<file path="config.mk">
export PLATFORM = sky130hd
export DESIGN_NAME = fetch_stage
export DESIGN_NICKNAME = d
export VERILOG_FILES = /design/src/rtl/dp_types_pkg.sv /design/src/rtl/fetch_stage_pc_unit.sv /design/src/rtl/fetch_stage.sv
export SDC_FILE = /design/constraint.sdc
export NUM_CORES = 1
export LEC_CHECK = 0
export CORE_MARGIN = 2
export CORE_UTILIZATION = 30
export DETAILED_ROUTE_END_ITERATION = 16
export GPL_TIMING_DRIVEN = 0
export PLACE_DENSITY = 0.6
export SYNTH_ARGS = -nofsm -noshare
export SYNTH_HDL_FRONTEND = slang
export SYNTH_SLANG_ARGS = --single-unit
export TNS_END_PERCENT = 10
</file>
<file path="constraint.sdc">
create_clock -name CLK -period 6.1 [get_ports CLK]
set_clock_uncertainty 0.05 [all_clocks]
set_input_delay 1.525 -clock CLK [delete_from_list [all_inputs] [get_ports CLK]]
set_output_delay 1.525 -clock CLK [all_outputs]
set_load 0.005 [all_outputs]
</file>
<file path="src/rtl/dp_types_pkg.sv">
// ---------------------------------------------------------------------------
// dp_types_pkg
//   Shared datapath types for the 5-stage pipelined CPU.
//   - word_t        : 32-bit machine word
//   - IF_ID_t       : IF/ID pipeline latch {imemload, pc, pc4}
//   - fetch_state_t : fetch-stage controller states
//   - pc_sel_t      : next-PC source select driven into pc_unit
//   - ifid_op_t     : per-cycle action applied to the IF/ID latch
//   - PC_STEP       : sequential PC increment
//   - ALIGN_MASK    : clears the byte-offset bits of an instruction address
// ---------------------------------------------------------------------------
package dp_types_pkg;

  typedef logic [31:0] word_t;

  typedef struct packed {
    word_t imemload;
    word_t pc;
    word_t pc4;
  } IF_ID_t;

  typedef enum logic [1:0] {
    FETCH_RUN  = 2'd0,
    FETCH_HELD = 2'd1,
    FETCH_HALT = 2'd2
  } fetch_state_t;

  typedef enum logic [1:0] {
    PC_HOLD     = 2'd0,
    PC_INC      = 2'd1,
    PC_REDIRECT = 2'd2
  } pc_sel_t;

  typedef enum logic [1:0] {
    IFID_KEEP      = 2'd0,
    IFID_BUBBLE    = 2'd1,
    IFID_LOAD_MEM  = 2'd2,
    IFID_LOAD_HELD = 2'd3
  } ifid_op_t;

  localparam word_t PC_STEP    = 32'd4;
  localparam word_t ALIGN_MASK = 32'hFFFF_FFFC;

endpackage

</file>
<file path="src/rtl/fetch_stage_pc_unit.sv">
// ---------------------------------------------------------------------------
// pc_unit
//   Program counter register with next-PC mux (hold / PC+4 / redirect).
//   Redirect targets are forced word aligned before they are stored, so the
//   PC never carries a byte offset.
// Ports
//   CLK          in   clock, rising edge
//   nRST         in   asynchronous active-low reset (PC <= PC_INIT)
//   pc_sel       in   next-PC source
//   redirect_pc  in   redirect target (bits [1:0] ignored)
//   pc           out  current PC
//   pc4          out  PC + 4 (wraps mod 2^32)
// ---------------------------------------------------------------------------
module pc_unit
  import dp_types_pkg::*;
#(
  parameter word_t PC_INIT = 32'h0000_0000
) (
  input  logic    CLK,
  input  logic    nRST,
  input  pc_sel_t pc_sel,
  input  word_t   redirect_pc,
  output word_t   pc,
  output word_t   pc4
);

  assign pc4 = pc + PC_STEP;

  // NOTE: sequential state uses non-blocking (<=) so every register samples
  // pre-edge values, independent of block ordering.
  always_ff @(posedge CLK or negedge nRST) begin
    if (!nRST) begin
      pc <= PC_INIT;
    end else begin
      case (pc_sel)
        PC_INC:      pc <= pc4;
        PC_REDIRECT: pc <= redirect_pc & ALIGN_MASK;
        default:     pc <= pc;
      endcase
    end
  end

endmodule

</file>
<file path="src/rtl/fetch_stage.sv">
// ---------------------------------------------------------------------------
// fetch_stage
//   Instruction-fetch stage. Owns the PC (via pc_unit), issues icache reads,
//   and fills the IF/ID latch. Honours hazard stall/flush, downstream
//   redirects and halt. Per-cycle priority: halt > redirect > flush > stall.
//   A word returned while stalled is parked in a hold buffer (FETCH_HELD) and
//   delivered one cycle after the stall releases, without refetching.
// Optional feature: define FETCH_PERF_EN to add saturating performance
//   counters perf_fetch_o / perf_stall_o.
// Ports
//   CLK, nRST      clock / asynchronous active-low reset
//   ihit, imemload icache hit and instruction word
//   imemREN        icache read request (1 only in FETCH_RUN)
//   imemaddr       icache address = word-aligned PC
//   stall_i        hold IF/ID and PC
//   flush_i        squash IF/ID to a bubble
//   redirect_i     redirect PC to redirect_pc_i
//   halt_i         stop fetching until reset
//   ifid_o         IF/ID latch
//   ifid_valid_o   IF/ID holds a real instruction
//   perf_fetch_o   (FETCH_PERF_EN) valid IF/ID writes
//   perf_stall_o   (FETCH_PERF_EN) icache-miss cycles plus FETCH_HELD cycles
// ---------------------------------------------------------------------------
module fetch_stage
  import dp_types_pkg::*;
#(
  parameter word_t PC_INIT = 32'h0000_0000
) (
  input  logic   CLK,
  input  logic   nRST,
  input  logic   ihit,
  input  word_t  imemload,
  output logic   imemREN,
  output word_t  imemaddr,
  input  logic   stall_i,
  input  logic   flush_i,
  input  logic   redirect_i,
  input  word_t  redirect_pc_i,
  input  logic   halt_i,
  output IF_ID_t ifid_o,
  output logic   ifid_valid_o
`ifdef FETCH_PERF_EN
  ,
  output word_t  perf_fetch_o,
  output word_t  perf_stall_o
`endif
);

  fetch_state_t state;
  fetch_state_t state_d;
  pc_sel_t      pc_sel;
  ifid_op_t     ifid_op;
  logic         hold_load;
  word_t        held_word;
  word_t        pc;
  word_t        pc4;

  pc_unit #(.PC_INIT(PC_INIT)) u_pc_unit (
    .CLK         (CLK),
    .nRST        (nRST),
    .pc_sel      (pc_sel),
    .redirect_pc (redirect_pc_i),
    .pc          (pc),
    .pc4         (pc4)
  );

  assign imemREN  = (state == FETCH_RUN);
  assign imemaddr = pc & ALIGN_MASK;

  // NOTE: every signal driven here gets a default first, so no path through
  // the decode can leave a value unassigned and infer a latch.
  always_comb begin
    state_d   = state;
    pc_sel    = PC_HOLD;
    ifid_op   = IFID_KEEP;
    hold_load = 1'b0;
    if (state == FETCH_HALT) begin
      ifid_op = IFID_BUBBLE;
    end else if (halt_i) begin
      state_d = FETCH_HALT;
      ifid_op = IFID_BUBBLE;
    end else if (redirect_i) begin
      // Any in-flight or parked word is from the wrong path; IF/ID is left
      // to flush_i.
      pc_sel  = PC_REDIRECT;
      state_d = FETCH_RUN;
      if (flush_i) ifid_op = IFID_BUBBLE;
    end else if (state == FETCH_RUN) begin
      if (flush_i) begin
        // Fetched word is on the correct path; only the latch is squashed.
        ifid_op = IFID_BUBBLE;
        if (ihit) pc_sel = PC_INC;
      end else if (stall_i) begin
        if (ihit) begin
          hold_load = 1'b1;
          state_d   = FETCH_HELD;
        end
      end else if (ihit) begin
        ifid_op = IFID_LOAD_MEM;
        pc_sel  = PC_INC;
      end else begin
        ifid_op = IFID_BUBBLE;
      end
    end else begin
      // FETCH_HELD: the parked word is consumed by a release or a flush.
      if (flush_i) begin
        ifid_op = IFID_BUBBLE;
        pc_sel  = PC_INC;
        state_d = FETCH_RUN;
      end else if (!stall_i) begin
        ifid_op = IFID_LOAD_HELD;
        pc_sel  = PC_INC;
        state_d = FETCH_RUN;
      end
    end
  end

  // NOTE: the hold buffer is a single data register, reset alongside the
  // control state so the stage powers up fully deterministic.
  always_ff @(posedge CLK or negedge nRST) begin
    if (!nRST) begin
      state        <= FETCH_RUN;
      held_word    <= '0;
      ifid_o       <= '0;
      ifid_valid_o <= 1'b0;
    end else begin
      state <= state_d;
      if (hold_load) held_word <= imemload;
      case (ifid_op)
        IFID_BUBBLE: begin
          ifid_o       <= '0;
          ifid_valid_o <= 1'b0;
        end
        IFID_LOAD_MEM: begin
          ifid_o       <= '{imemload: imemload, pc: pc, pc4: pc4};
          ifid_valid_o <= 1'b1;
        end
        IFID_LOAD_HELD: begin
          ifid_o       <= '{imemload: held_word, pc: pc, pc4: pc4};
          ifid_valid_o <= 1'b1;
        end
        default: ;
      endcase
    end
  end

`ifdef FETCH_PERF_EN
  logic fetch_evt;
  logic stall_evt;

  assign fetch_evt = (ifid_op == IFID_LOAD_MEM) || (ifid_op == IFID_LOAD_HELD);
  assign stall_evt = ((state == FETCH_RUN) && !ihit) || (state == FETCH_HELD);

  // Counters saturate at all-ones; neither event can occur in FETCH_HALT.
  always_ff @(posedge CLK or negedge nRST) begin
    if (!nRST) begin
      perf_fetch_o <= '0;
      perf_stall_o <= '0;
    end else begin
      if (fetch_evt && (perf_fetch_o != '1)) perf_fetch_o <= perf_fetch_o + 32'd1;
      if (stall_evt && (perf_stall_o != '1)) perf_stall_o <= perf_stall_o + 32'd1;
    end
  end
`else
  // Performance counters not built.
`endif

endmodule

</file>
---- Word level (Yosys, flattened, before mapping) ----
Cells that the tools add are included.
storage, ports and cells
  register bits ........................... 163
  bits in latches ......................... 0
  bits in writable memories ............... 0
  memory bits (read-only) ................. 0
  input bits .............................. 71
  word-level logic and storage cells ...... 62
  memories kept ........................... 0
cells by class
  add/subtract/negate cells ............... 1
  multipliers ............................. 0
  divide/modulo/power cells ............... 0
  $lt $le $gt $ge ......................... 0
  equality and inequality tests ........... 10
  shift operators ......................... 0
  multiplexer cells ....................... 37
  bitwise operators ....................... 1
  reductions and logical operators ........ 6
operators by type and width
  operator                                                         number
  96-bit case mux with 3 select lines                              1
  32-bit case mux with 2 select lines                              1
  2-bit two-way mux                                                21
  32-bit by 3-bit adder with 32-bit output, second input constant  1
  1-bit two-way mux                                                13
  5-bit by 2-bit != test with 1-bit output, second input constant  2
  2-bit == test, second input constant                             4
  5-bit AND reduction                                              1
  2-bit by 1-bit == test with 1-bit output, second input constant  2
  4-bit by 1-bit != test with 1-bit output, second input constant  1
  4-bit by 2-bit != test with 1-bit output, second input constant  1
  2-bit nonzero test                                               2
  3-bit nonzero test                                               1
  2-bit zero test                                                  1
  1-bit case mux with 2 select lines                               1
  2-bit OR reduction                                               1
  1-bit inverter                                                   1

---- Logic depth before layout (Yosys ltp) ----
  depth after elaboration ................. 10
  mapped depth ............................ 10
  mapped depth without buffers ............ 8

---- Cells and area by module ----
A second synthesis with hierarchy kept.
second synthesis, totals
  cells, all modules ...................... 641
  area total of the unflattened synthesis .. 7444.6 µm²
by module, submodules not included
  module       times used  cells each  area each (µm²)  sequential area each (µm²)
  fetch_stage  1           377         5187.5           3278.1
  pc_unit      1           264         2257.2           750.7

---- Worst setup path after synthesis ----
OpenSTA, ideal clock, no wires.
  path kind ............................... input to register
  from .................................... input port ihit
  to ...................................... register u_pc_unit.pc[26]
  data arrival time ....................... 3.193 ns
  required time ........................... 5.981 ns
  path slack .............................. 2.788 ns
  stages on the path ...................... 9
  buffers on the path ..................... 2
  cell sequence ........................... nor2b_1 -> o21ai_1 -> nand2b_1 -> ha_1 -> clkbuf_1 -> or2_2 -> clkbuf_1 -> or3_1 -> nand3_1
on the way
  word-level cells in the longest chain between the ends .. 9
  elaborated cells on any way between the ends .. 11
  classes of those cells .................. eq/ne: 2; mux: 8; reduce/logical: 1
RTL lines
  element                                                                    line                                  text
  start: declaration                                                         fetch_stage.sv:31                     input logic ihit,
  1-bit two-way mux *                                                        fetch_stage.sv:92, fetch_stage.sv:98
  1-bit two-way mux                                                          fetch_stage.sv:93                     end else if (stall_i) begin
  1-bit two-way mux *                                                        fetch_stage.sv:89                     if (flush_i) begin
  2-bit two-way mux *                                                        fetch_stage.sv:88                     end else if (state == FETCH_RUN) begin
  2-bit two-way mux *                                                        fetch_stage.sv:82                     end else if (redirect_i) begin
  2-bit two-way mux *                                                        fetch_stage.sv:79                     end else if (halt_i) begin
  2-bit two-way mux *                                                        fetch_stage.sv:77                     if (state == FETCH_HALT) begin
  2-bit == test or 2-bit by 1-bit == test with 1-bit output (tied branches)  fetch_stage_pc_unit.sv:35             case (pc_sel)
  32-bit case mux with 2 select lines or 2-bit nonzero test (tied branches)  --
  end signal: assignment                                                     fetch_stage_pc_unit.sv:36             PC_INC: pc <= pc4;
  end signal: assignment                                                     fetch_stage_pc_unit.sv:37             PC_REDIRECT: pc <= redirect_pc & ALIGN_MASK;
  end signal: assignment                                                     fetch_stage_pc_unit.sv:38             default: pc <= pc;
  end: declaration                                                           fetch_stage_pc_unit.sv:23             output word_t pc,
Every way passes the cells marked *; elsewhere a longest branch is shown, timed or not.
A chain may end at the register's enable or synchronous reset.

---- Final worst setup path ----
  from .................................... input port halt_i
  to ...................................... register u_pc_unit.pc[29]
on the way
  word-level cells in the longest chain between the ends .. 4
  elaborated cells on any way between the ends .. 6
  classes of those cells .................. eq/ne: 2; mux: 3; reduce/logical: 1
RTL lines
  element                                                                    line                       text
  start: declaration                                                         fetch_stage.sv:39          input logic halt_i,
  2-bit two-way mux *                                                        fetch_stage.sv:79
  2-bit two-way mux *                                                        fetch_stage.sv:77
  2-bit == test or 2-bit by 1-bit == test with 1-bit output (tied branches)  fetch_stage_pc_unit.sv:35
  32-bit case mux with 2 select lines or 2-bit nonzero test (tied branches)  --
Marked as above.

==> results_tabular.tex <==
\begin{tabular}{lr}
\hline
Metric & Value \\
\hline
\multicolumn{2}{l}{\textbf{Status}} \\
\quad Outcome & finished, final reports clean \\
\multicolumn{2}{l}{\textbf{Critical path}} \\
\quad Cell class contributing the biggest share of worst-path delay & buffers and inverters \\
\quad Critical path arrival & 4.42 ns \\
\quad Sort of element at the end of the critical path & register \\
\quad WS Path Type & in -> reg \\
\quad Critical path data required time & 6.40 ns \\
\quad Critical path peak fanout & 10 \\
\quad Crit start category & input port \\
\quad Buffer and inverter count on the worst path & 4 \\
\quad FF-to-FF setup slack & 3.23 ns \\
\quad Crit-path max cell delay & 0.55 ns \\
\quad Critical Path Slowest Stage Cell & sky130\_fd\_sc\_hd\_\_clkdlybuf4s50\_1 \\
\quad Chain of cells forming the critical path & clkdlybuf4s50\_1 -> nor2\_1 -> o21ai\_1 -> nand2b\_1 -> ha\_1 -> clkbuf\_1 -> clkbuf\_1 -> clkbuf\_1 -> a22oi\_1 -> nand3\_1 \\
\quad Cell occurring most often along the worst timing path & sky130\_fd\_sc\_hd\_\_clkbuf\_1 \\
\multicolumn{2}{l}{\textbf{Drt}} \\
\quad Drt first pass iters & 5 \\
\quad Starting DRC count in detailed routing & 395 \\
\quad Overall via count from detail\_route & 6091 \\
\quad Number of routed nets with antenna violations & 0 \\
\quad Total DRC errors in the routed layout & 0 \\
\quad Final WL & 23300 um \\
\quad Number of vias per cell & 4.86 \\
\quad Wire length per cell & 18.6 um \\
\multicolumn{2}{l}{\textbf{Cells and area}} \\
\quad Fin nets & 990 \\
\quad Count of inserted antenna diode cells & 0 \\
\quad Utilization after layout & 0.429 \\
\quad Filler cell count in the final layout & 2386 \\
\quad Final std cell area, no fill & 10400 sq um \\
\quad Layout cells sized above 1 & 0.104 \\
\quad Synth-to-layout area growth & 41.1\% \\
\multicolumn{2}{l}{\textbf{Global route}} \\
\quad Overall global routing resource usage & 0.182 \\
\quad Number of antenna violations at the first check in global routing & 0 \\
\quad Vias in the first global route & 6036 \\
\quad Pin count of the biggest net entering global routing & 90 \\
\quad Total grt overflow & 0 \\
\quad First-pass GRT wire length & 36000 um \\
\multicolumn{2}{l}{\textbf{Synth}} \\
\quad Post-Syn Area per Cell & 10.5 sq um \\
\quad Number of flip-flops and latches in the synthesized netlist & 158 \\
\quad Async set or reset register ratio after synthesis & 1.00 \\
\quad Synth Instances & 700 \\
\quad Synth Cell Area & 7370 sq um \\
\quad Yosys cell types & 55 \\
\quad Most used DFF post-synth & sky130\_fd\_sc\_hd\_\_dfrtp\_1 \\
\quad Synthesis Warnings & 0 \\
\quad EDFF count, synth & 0 \\
\quad Fraction of the yosys area taken by sequential cells & 0.537 \\
\multicolumn{2}{l}{\textbf{STA}} \\
\quad Total Neg Setup Slack & 0 ns \\
\quad Number of endpoints with negative hold slack in the final report & 0 \\
\quad Setup repair after global routing missed its margin & false \\
\quad Measured slew at the worst slew-check pin & 1.03 ns \\
\quad Achievable Freq & 0.243 GHz \\
\quad Final Max Slew Viols & 0 \\
\quad Post-route minimum period & 4.12 ns \\
\quad Period Utilization, post-route & 0.675 \\
\quad Worst setup margin & 1.98 ns \\
\quad Final number of setup-violating endpoints & 0 \\
\quad Relative max-transition margin & 0.305 \\
\multicolumn{2}{l}{\textbf{Clocking}} \\
\quad Cts hold-fix bufs & 0 \\
\quad Buffers inserted during post-CTS setup optimization & 0 \\
\quad Number of buffers on the longest clock path & 2 \\
\quad Htree depth & 4 \\
\quad Clock tree root buffer cell & sky130\_fd\_sc\_hd\_\_clkbuf\_16 \\
\quad Number of CTS-inserted buffers & 17 \\
\quad Clock-pin slew on the worst setup and hold paths & 0.06 ns \\
\quad Clock insertion delay at the later pin of the skew report & 0.43 ns \\
\quad Post\_cts resized & 0 \\
\quad Clock tree from TritonCTS & done \\
\quad \# clock sinks & 158 \\
\multicolumn{2}{l}{\textbf{Placed design}} \\
\quad Placed cell area & 9770 sq um \\
\quad Number of I/O port buffers & 196 \\
\quad DP Worst Slack & 1.59 ns \\
\quad Final weighted congestion in routability-driven placement & 0.822 \\
\quad Final HPWL DP & 16500 um \\
\multicolumn{2}{l}{\textbf{Die}} \\
\quad Effective utilization at floorplan & 0.304 \\
\quad Placeable core region & 24200 sq um \\
\quad Horizontal die dimension & 161 um \\
\quad Number of placed I/O pins & 201 \\
\quad Die Area & 25800 sq um \\
\quad Height of the chip & 161 um \\
\quad Cell Rows & 57 \\
\multicolumn{2}{l}{\textbf{Power}} \\
\quad Max rail drop VDD & 0.145 mV \\
\quad Total leakage power & 4.21 nW \\
\quad Power Dens Cells & 229 nW/um\^{}2 \\
\quad Power, Total & 2.38 mW \\
\multicolumn{2}{l}{\textbf{Hold path}} \\
\quad Path class of the lowest-slack min-delay path & reg -> reg \\
\multicolumn{2}{l}{\textbf{Flow run}} \\
\quad Max-cap violations & 0 \\
\hline
\end{tabular}
==> cells in the final DEF, fill, tap and decap left out, types with 3 or more instances in the layout <==
cell type | Yosys | layout
sky130_fd_sc_hd__a21oi_1 | 11 | 11
sky130_fd_sc_hd__a22o_1 | 24 | 24
sky130_fd_sc_hd__a22oi_1 | 17 | 17
sky130_fd_sc_hd__a31oi_1 | 4 | 4
sky130_fd_sc_hd__and2_1 | 3 | 3
sky130_fd_sc_hd__and3_1 | 5 | 5
sky130_fd_sc_hd__and4_1 | 3 | 3
sky130_fd_sc_hd__buf_1 | 4 | 4
sky130_fd_sc_hd__buf_2 | 6 | 6
sky130_fd_sc_hd__buf_4 | 8 | 8
sky130_fd_sc_hd__buf_6 | 3 | 3
sky130_fd_sc_hd__bufinv_16 | 0 | 4
sky130_fd_sc_hd__clkbuf_1 | 40 | 44
sky130_fd_sc_hd__clkbuf_16 | 0 | 17
sky130_fd_sc_hd__clkdlybuf4s50_1 | 0 | 195
sky130_fd_sc_hd__dfrtp_1 | 158 | 158
sky130_fd_sc_hd__inv_1 | 6 | 6
sky130_fd_sc_hd__mux2_2 | 32 | 32
sky130_fd_sc_hd__mux2i_1 | 33 | 33
sky130_fd_sc_hd__nand2_1 | 97 | 97
sky130_fd_sc_hd__nand2b_1 | 4 | 4
sky130_fd_sc_hd__nand3_1 | 23 | 23
sky130_fd_sc_hd__nand3b_1 | 4 | 4
sky130_fd_sc_hd__nand4_1 | 4 | 4
sky130_fd_sc_hd__nor2_1 | 30 | 30
sky130_fd_sc_hd__nor3_1 | 10 | 10
sky130_fd_sc_hd__nor3_2 | 5 | 5
sky130_fd_sc_hd__nor4_1 | 6 | 6
sky130_fd_sc_hd__o211ai_1 | 4 | 4
sky130_fd_sc_hd__o21ai_0 | 54 | 54
sky130_fd_sc_hd__o21ai_1 | 28 | 28
sky130_fd_sc_hd__o22a_1 | 5 | 5
sky130_fd_sc_hd__o22ai_1 | 4 | 4
sky130_fd_sc_hd__o311ai_0 | 3 | 3
sky130_fd_sc_hd__or3_1 | 6 | 6
sky130_fd_sc_hd__xnor2_1 | 23 | 23
sky130_fd_sc_hd__xor2_1 | 5 | 5
==> per-layer routing <==
metal / vias up / global-route usage / part of all wire
met4: 0 / 0.0552 / 0.019
li1: 2896 / - / -
met5: - / 0 / 0
met2: 239 / 0.275 / 0.45
met1: 2927 / 0.262 / 0.48
met3: 29 / 0.0400 / 0.058
==> cell type report <==
cell class / instances / area (sq um) / area share
buffer: 61 / 289 / 0.0278
timing repair buffer: 197 / 1990 / 0.192
inverter: 9 / 33.8 / 0.00325
clock inverter: 9 / 158 / 0.0152
clock buffer: 23 / 468 / 0.0450
multi-input combinational: 473 / 3100 / 0.298
sequential: 158 / 3950 / 0.380
tap: 324 / 405 / 0.0390
==> worst reg2reg max path: cells and delay by family, from the launching register on <==
family / cells / cell delay, ns
compound gates: 1 / 0.20
simple gates: 3 / 0.54
flops: 1 / 0.41
fa+ha+maj: 1 / 0.29
buf+inv: 3 / 1.32
==> flip-flops by register name, summed over array words and instances (netlist names) <==
name,count
u_pc_unit.pc,30
ifid_valid_o,1
state,2
held_word,32
ifid_o,93
==> through the flow <==
stage          hold WS (ns)  cells
6_report              0.428   1254
5_1_grt               0.459   1254
4_1_cts               0.434   1254
3_5_place_dp          0.420   1222
3_3_place_gp          0.410   1221
2_1_floorplan         0.421    701
==> power breakdown <==
group | switching, mW | total [mW] | leakage, nW | internal (mW)
registers | 0.0184 | 1.08 | 2.11 | 1.06
clock network | 0.440 | 1.15 | 0.298 | 0.709
logic | 0.0700 | 0.149 | 1.80 | 0.0792
==> path summary, 6_finish.rpt <==
path | from | endpoint | cells after the start
min | ifid_o[73] | ifid_o[73] | 2
min reg2reg | ifid_o[73] | ifid_o[73] | 2
max | halt_i | u_pc_unit.pc[29] | 10
min in group asynchronous | nRST | ifid_o[90] | 1
max in group asynchronous | nRST | u_pc_unit.pc[20] | 2
max reg2reg | state[0] | u_pc_unit.pc[29] | 8
==> cell usage after synthesis (2+ instances only) <==
| master | n | area share |
|---|---|---|
| sky130_fd_sc_hd__nor2b_1 | 2 | 0.0017 |
| sky130_fd_sc_hd__mux2_2 | 32 | 0.049 |
| sky130_fd_sc_hd__buf_4 | 8 | 0.0081 |
| sky130_fd_sc_hd__o22ai_1 | 4 | 0.0034 |
| sky130_fd_sc_hd__nor4_1 | 6 | 0.0051 |
| sky130_fd_sc_hd__nor3_2 | 5 | 0.0068 |
| sky130_fd_sc_hd__buf_1 | 4 | 0.0020 |
| sky130_fd_sc_hd__and3_1 | 5 | 0.0042 |
| sky130_fd_sc_hd__ha_1 | 2 | 0.0034 |
| sky130_fd_sc_hd__nor4_4 | 2 | 0.0058 |
| sky130_fd_sc_hd__o21bai_1 | 2 | 0.0020 |
| sky130_fd_sc_hd__nor3b_1 | 2 | 0.0020 |
| sky130_fd_sc_hd__nor2_1 | 30 | 0.015 |
| sky130_fd_sc_hd__a22o_1 | 24 | 0.029 |
| sky130_fd_sc_hd__o22a_1 | 5 | 0.0059 |
| sky130_fd_sc_hd__dfrtp_1 | 158 | 0.54 |
| sky130_fd_sc_hd__a31oi_1 | 4 | 0.0034 |
| sky130_fd_sc_hd__nand3b_1 | 4 | 0.0041 |
| sky130_fd_sc_hd__inv_2 | 2 | 0.0010 |
| sky130_fd_sc_hd__nand2b_1 | 4 | 0.0034 |
| sky130_fd_sc_hd__mux2i_1 | 33 | 0.045 |
| sky130_fd_sc_hd__clkbuf_1 | 40 | 0.020 |
| sky130_fd_sc_hd__and2_1 | 3 | 0.0025 |
| sky130_fd_sc_hd__buf_6 | 3 | 0.0046 |
| sky130_fd_sc_hd__nand2_1 | 97 | 0.049 |
| sky130_fd_sc_hd__a22oi_1 | 17 | 0.017 |
| sky130_fd_sc_hd__nand4_1 | 4 | 0.0034 |
| sky130_fd_sc_hd__xor2_1 | 5 | 0.0059 |
| sky130_fd_sc_hd__nor3_1 | 10 | 0.0068 |
| sky130_fd_sc_hd__inv_1 | 6 | 0.0031 |
| sky130_fd_sc_hd__or3_1 | 6 | 0.0051 |
| sky130_fd_sc_hd__o21ba_2 | 2 | 0.0027 |
| sky130_fd_sc_hd__o21ai_0 | 54 | 0.037 |
| sky130_fd_sc_hd__o21ai_1 | 28 | 0.019 |
| sky130_fd_sc_hd__buf_2 | 6 | 0.0041 |
| sky130_fd_sc_hd__o211ai_1 | 4 | 0.0041 |
| sky130_fd_sc_hd__and4_1 | 3 | 0.0036 |
| sky130_fd_sc_hd__nand3_1 | 23 | 0.016 |
| sky130_fd_sc_hd__o311ai_0 | 3 | 0.0036 |
| sky130_fd_sc_hd__xnor2_1 | 23 | 0.027 |
| sky130_fd_sc_hd__a21oi_1 | 11 | 0.0075 |
==> cell families after synthesis <==
logic type / Yosys count / synth area share
flops: 158 / 0.537
compound gates: 163 / 0.143
mux: 65 / 0.0937
xor+xnor: 28 / 0.0333
buf+inv: 70 / 0.0438
fa+ha+maj: 2 / 0.00340
other cells: 1 / 0.000509
simple gates: 213 / 0.146
No activity file was read; power rests on OpenSTA's default activity.
